## src/rtl/vecpack_pkg.sv

```systemverilog
// Shared element/vector types for the int8 matrix-vector path.
// The packer and the downstream multiply stage both build on these.
package vecpack_pkg;

  localparam int VEC_LEN = 64;
  localparam int DATA_W  = 8;
  localparam int IDX_W   = $clog2(VEC_LEN);

  typedef logic signed [DATA_W-1:0] elem_t;
  typedef elem_t [VEC_LEN-1:0]      vec_t;
  typedef logic [IDX_W-1:0]         idx_t;

endpackage

```

## src/rtl/vecpack_bank.sv

```systemverilog
// One ping-pong buffer of the stream packer: VEC_LEN elements plus a full flag.
// pad_clear zeroes every element above idx in the same cycle as the write.
module vecpack_bank #(
  parameter int VEC_LEN = vecpack_pkg::VEC_LEN,
  parameter int DATA_W  = vecpack_pkg::DATA_W,
  parameter int IDX_W   = $clog2(VEC_LEN)
) (
  input  logic                     clk,
  input  logic                     rstn,
  input  logic                     we,
  input  logic [IDX_W-1:0]         idx,
  input  logic signed [DATA_W-1:0] wdata,
  input  logic                     pad_clear,
  input  logic                     set_full,
  input  logic                     clear_full,
  output logic                     full,
  output logic signed [DATA_W-1:0] data [VEC_LEN]
);

  import vecpack_pkg::*;

  // set and clear never target the same bank in one cycle, set wins anyway
  always_ff @(posedge clk) begin
    if (!rstn) begin
      full <= 1'b0;
      for (int i = 0; i < VEC_LEN; i++) begin
        data[i] <= '0;
      end
    end else begin
      if (set_full) begin
        full <= 1'b1;
      end else if (clear_full) begin
        full <= 1'b0;
      end
      for (int i = 0; i < VEC_LEN; i++) begin
        if (we && (idx == IDX_W'(i))) begin
          data[i] <= wdata;
        end else if (pad_clear && (IDX_W'(i) > idx)) begin
          data[i] <= '0;
        end
      end
    end
  end

endmodule

```

## src/rtl/vector_stream_packer.sv

```systemverilog
// Byte-serial int8 stream to parallel vector packer, ping-pong double buffered.
// Define VECPACK_ZERO_PAD_EN to zero-pad short vectors instead of dropping them.
module vector_stream_packer #(
  parameter int VEC_LEN = vecpack_pkg::VEC_LEN,
  parameter int DATA_W  = vecpack_pkg::DATA_W,
  parameter int CNT_W   = 16
) (
  input  logic                     clk,
  input  logic                     rstn,
  input  logic                     s_valid,
  output logic                     s_ready,
  input  logic signed [DATA_W-1:0] s_data,
  input  logic                     s_last,
  output logic                     m_valid,
  input  logic                     m_ready,
  output logic signed [DATA_W-1:0] m_vector [VEC_LEN],
  output logic                     len_err,
  output logic [CNT_W-1:0]         vec_count
);

  import vecpack_pkg::*;

  localparam int IW = $clog2(VEC_LEN);

  logic                     wbank;
  logic                     rbank;
  logic [IW-1:0]            widx;
  logic                     full0;
  logic                     full1;
  logic signed [DATA_W-1:0] data0 [VEC_LEN];
  logic signed [DATA_W-1:0] data1 [VEC_LEN];

  logic accept;
  logic last_slot;
  logic complete;
  logic restart;
  logic pad_clear;
  logic len_viol;
  logic drain;

  assign s_ready   = wbank ? !full1 : !full0;
  assign m_valid   = rbank ? full1 : full0;
  assign accept    = s_valid && s_ready;
  assign last_slot = (widx == IW'(VEC_LEN - 1));
  assign drain     = m_valid && m_ready;

`ifdef VECPACK_ZERO_PAD_EN
  // an early last closes the vector and zeroes the tail
  assign complete  = accept && (last_slot || s_last);
  assign restart   = 1'b0;
  assign pad_clear = accept && s_last && !last_slot;
  assign len_viol  = accept && last_slot && !s_last;
`else
  // an early last throws the partial vector away and refills the same bank
  assign complete  = accept && last_slot;
  assign restart   = accept && s_last && !last_slot;
  assign pad_clear = 1'b0;
  assign len_viol  = accept && (last_slot ^ s_last);
`endif

  always_ff @(posedge clk) begin
    if (!rstn) begin
      wbank     <= 1'b0;
      rbank     <= 1'b0;
      widx      <= '0;
      len_err   <= 1'b0;
      vec_count <= '0;
    end else begin
      len_err <= len_viol;
      if (complete) begin
        widx  <= '0;
        wbank <= !wbank;
      end else if (restart) begin
        widx <= '0;
      end else if (accept) begin
        widx <= widx + IW'(1);
      end
      if (drain) begin
        rbank     <= !rbank;
        vec_count <= vec_count + CNT_W'(1);
      end
    end
  end

  vecpack_bank #(.VEC_LEN(VEC_LEN), .DATA_W(DATA_W), .IDX_W(IW)) bank0 (
    .clk        (clk),
    .rstn       (rstn),
    .we         (accept && !wbank),
    .idx        (widx),
    .wdata      (s_data),
    .pad_clear  (pad_clear && !wbank),
    .set_full   (complete && !wbank),
    .clear_full (drain && !rbank),
    .full       (full0),
    .data       (data0)
  );

  vecpack_bank #(.VEC_LEN(VEC_LEN), .DATA_W(DATA_W), .IDX_W(IW)) bank1 (
    .clk        (clk),
    .rstn       (rstn),
    .we         (accept && wbank),
    .idx        (widx),
    .wdata      (s_data),
    .pad_clear  (pad_clear && wbank),
    .set_full   (complete && wbank),
    .clear_full (drain && rbank),
    .full       (full1),
    .data       (data1)
  );

  always_comb begin
    for (int i = 0; i < VEC_LEN; i++) begin
      m_vector[i] = rbank ? data1[i] : data0[i];
    end
  end

endmodule
```

## config.mk

```make
export PLATFORM = sky130hd
export DESIGN_NAME = vector_stream_packer
export DESIGN_NICKNAME = d
export VERILOG_FILES = /design/src/rtl/vecpack_pkg.sv /design/src/rtl/vecpack_bank.sv /design/src/rtl/vector_stream_packer.sv
export SDC_FILE = /design/constraint.sdc
export NUM_CORES = 2
export LEC_CHECK = 0
export BUFFER_PORTS_ARGS = -buffer_cell sky130_fd_sc_hd__buf_2
export CAP_MARGIN = 5
export CORE_AREA = 3 3 293 295
export CTS_CLUSTER_DIAMETER = 150
export CTS_CLUSTER_SIZE = 8
export DETAILED_ROUTE_END_ITERATION = 8
export DIE_AREA = 0 0 296 298
export HOLD_SLACK_MARGIN = 0.02
export PLACE_DENSITY = 0.75
export SYNTH_ARGS = -nofsm -noshare
export SYNTH_HDL_FRONTEND = slang
export SYNTH_HIERARCHICAL = 1
export SYNTH_SLANG_ARGS = --single-unit
```

## constraint.sdc

```tcl
create_clock -name clk -period 2.4 [get_ports clk]
set_clock_uncertainty 0.2 [all_clocks]
set_input_delay 0.24 -clock clk [delete_from_list [all_inputs] [get_ports clk]]
set_output_delay 0.24 -clock clk [all_outputs]
set_load 0.05 [all_outputs]
```

==> key figures <==
Status
  • Outcome: finished with violations
  • Failing checks: slew limit, setup timing

Timing
  • Slack of the critical path: -0.3732 ns
  • Max_slew headroom: -43.25%
  • Setup TNS: -137.08 ns
  • Fin. max-slew vios: 28
  • Fin crit period: between 2 and 3 ns
  • Final hold vios: 0
  • Peak Freq: about 360 MHz
  • Period utilization: 115.6%
  • Worst Max-Slew Pin Slew: roughly 2.1 ns
  • Final setup vio count: 600
  • Unrepaired setup endpoints after global routing: yes

Power and ir drop
  • Net Sw Frac: roughly a quarter
  • NetSw: approximately 0.0091 W
  • PwrDens: approximately 680 nW/µm²
  • Pwr Total: approximately 0.038 W
  • Leak: 23.03 nW
  • Seq pwr share: 45.9%
  • Clock Power Share: slightly below 50%
  • Comb pwr share: approximately 5.2%
  • Pint: around 0.029 W
  • VDD IR max: ~0.00065 V

Synthesis
  • Main synth FF type: dfxtp_1
  • #FFs+latches synth: roughly 1100
  • Multiplexer share of the synthesized area: around 14%
  • Post-synthesis cell area: approximately 44000 µm²
  • Sequential-to-total area share from yosys stat: 47.79%
  • Distinct cell type count after synthesis: 111
  • Largest family of logic cells by synthesized area: compound AO/OA/AOI/OAI gates
  • Cells after Synth: between 4000 and 5000
  • Post-Synth XOR/XNOR Area: less than 1%
  • Synth Area per Inst: 10.27 µm²
  • Post-synth EDFFs: 0
  • Simple-gate share of the synthesized area: 12.75%
  • Area share of fa/ha/maj cells after synthesis: less than 1%
  • Yosys warnings: 6
  • Async SR Flop Fraction: 0%
  • Compound-Gate Fraction of Synth Area: a little over a fifth

Worst setup path
  • Critical path type: register to primary output
  • Worst EP arrival: ~2.3 ns
  • Worst EP required: about 2 ns
  • Startpoint types: register
  • Worst-path fanout max: 23
  • Critical Path Sink Type: primary output

Route
  • DR iter-0 viols: roughly 5000
  • DR DRC count: 0
  • Routed vias/inst: 6.687
  • Routed wire length: 180000 µm
  • Wirelength per Cell: 29.47 µm
  • Vias: 40851
  • Detail Route Antenna Nets: 0
  • First-pass DRT Iterations: 6

Clock network
  • Clock tree sinks: 1051
  • CTS tree: built
  • Clk root buf: clkbuf_16
  • CTS Buf Count: roughly 150
  • Clock Tree Buf Depth: 3
  • H-tree levels: 4
  • Worst-path clk slew: about 0.050 ns
  • Skew-Pair Late Insertion Delay: approximately 0.74 ns

Global routing
  • Total congestion overflow: 0
  • Vias in the first global route: 38685
  • GRT Total Usage: about two fifths
  • Initial antenna violation count: 2
  • Largest net degree at the start of global routing: ~140
  • First-pass GRT wire length: around 260000 µm

Floorplanning
  • Die height: a little under 300 µm
  • Die ar.: just under 90000 µm²
  • Core ar.: about 83000 µm²
  • Ports: 544
  • Row Count: about 110
  • Starting Density: a little over half
  • Die extent in x: 296 µm

Layout
  • Synthesis-to-layout area growth: 27.02%
  • Final net count: 5029
  • FILL cells: 6000
  • Proportion of layout cells with a drive suffix above 1: between 30% and 40%
  • Seq. cell area: between 20000 and 25000 µm²
  • Multi-input gate area: around 22000 µm²

Worst hold path
  • HP Class: register to register

Placement
  • Final HPWL DP: approximately 120000 µm
  • GPL Wtd Cong: about 1.0
  • PortBufs: 543

Job
  • Max-cap violations: 0
[layout make-up]
| class | count | share of cell area [%] |
|---|---|---|
| Antenna cell | 1 | 0.004475 |
| Clock buffer | 154 | 6.815 |
| Clock inverter | 11 | 0.2237 |
| Inverter | 14 | 0.1074 |
| Multi-Input combinational cell | 2856 | 38.75 |
| Sequential cell | 1051 | 37.66 |
| Tap cell | 1080 | 2.416 |
| Timing Repair Buffer | 942 | 14.02 |
[power by group through the flow]
stage / registers (W) / clock network, W / logic (W)
floorplan: 0.0179 / 0 / 0.000962
global placement: 0.0179 / 0 / 0.00179
detailed placement: 0.0179 / 0 / 0.00179
CTS: 0.0175 / 0.0186 / 0.00182
global route: 0.0175 / 0.0194 / 0.00199
finish: 0.0175 / 0.0187 / 0.00198
[Yosys cell counts, types with 37 or more instances]
cell	number	area, µm²
clkbuf_1	241	904.6
mux2i_1	45	450.4
a21oi_1	132	660.6
nor2_1	200	750.7
dfxtp_1	1051	21040
buf_2	70	350.3
o21ai_0	126	630.6
nand2_1	398	1494
nor2b_1	37	231.5
mux2_2	513	5777
o2bb2ai_1	48	420.4
nand3_1	170	850.8
o22ai_1	153	957.2
a22oi_1	99	743.2
a22o_1	463	4055
[routing by layer]
layer	GRT usage, %	vias up	share of wire (%)
met1	49.46	19758	37
met4	23.16	2	6.7
li1	-	17313	-
met5	0	-	0.0072
met3	9.191	708	12
met2	59.00	3070	44
[flip-flops by register name, indices dropped and copies added, names as in the netlist]
name / cells
bank0/data: 512
bank1/data: 512
vec_count: 16
widx: 6
bank0/full: 1
bank1/full: 1
len_err: 1
rbank: 1
wbank: 1
[logic make-up (layout without fill, tap and decap cells)]
kind of cell	Yosys count	count (layout)
adders and majority gates	2	2
DFF	1051	1051
muxes	559	559
and+or+nand+nor	1074	1074
buffers and inverters	390	1121
other	1	14
AOI/OAI and AO/OA	1194	1194
xor gates and xnor gates	14	14
[worst max-delay path, stage by stage, from the launching register on]
cell     delay, ns
dfxtp_4       0.43
buf_16        0.23
buf_16        0.21
mux2_2        0.45
buf_4         0.22
[cell usage in the layout, fill, tap and decap left out, types with 25 or more instances in the layout]
master     instances
nand3_1          170
and3_1            25
o21ai_0          126
buf_8             31
a21oi_1          132
mux2_2           416
buf_6             88
nor2b_1           37
buf_4            379
mux2i_1           43
a22o_1           463
nor2_2            28
dfxtp_1         1044
mux2_4            97
nand2_1          398
buf_12            44
clkbuf_16        159
o2bb2ai_1         48
nor2_1           200
and2_1            34
o22ai_1          153
buf_2            361
a22oi_1           99
[path summary, 6_finish.rpt]
path	start	end	slack (ns)	cells after the start
worst min register to register	bank0/data[139]	bank0/data[139]	0.25	2
worst max register to register	widx[1]	bank0/data[176]	-0.08	6
worst min-delay path	bank0/data[139]	bank0/data[139]	0.25	2
worst max-delay path	rbank	m_vector[371]	-0.37	4
[timing repair]
action | CTS | global route
setup endpoints to repair | 514 | 728
hold endpoints to repair | 165 | 0
gates resized for setup | 317 | 174
cloned | 10 | 8
buffers inserted | 12 | 2
hold buffers | 12 | 0
[through the flow]
| step | utilization [%] | std cells | hold WS, ns | cell area, µm² | worst slack [ns] |
|---|---|---|---|---|---|
| after floorplan | - | 4297 | 0.1575 | 44070 | 0.01675 |
| after global placement | 59.64 | 5902 | 0.2267 | 49750 | 0.06776 |
| after detailed placement | 59.64 | 5902 | 0.2368 | 49750 | -0.01297 |
| after CTS | 66.22 | 6101 | 0.2233 | 55240 | -0.3205 |
| after global routing | 67.03 | 6109 | 0.2694 | 55920 | -0.3767 |
| final | 67.03 | 6109 | 0.2492 | 55920 | -0.3732 |
(Power assumes the default switching activity.)
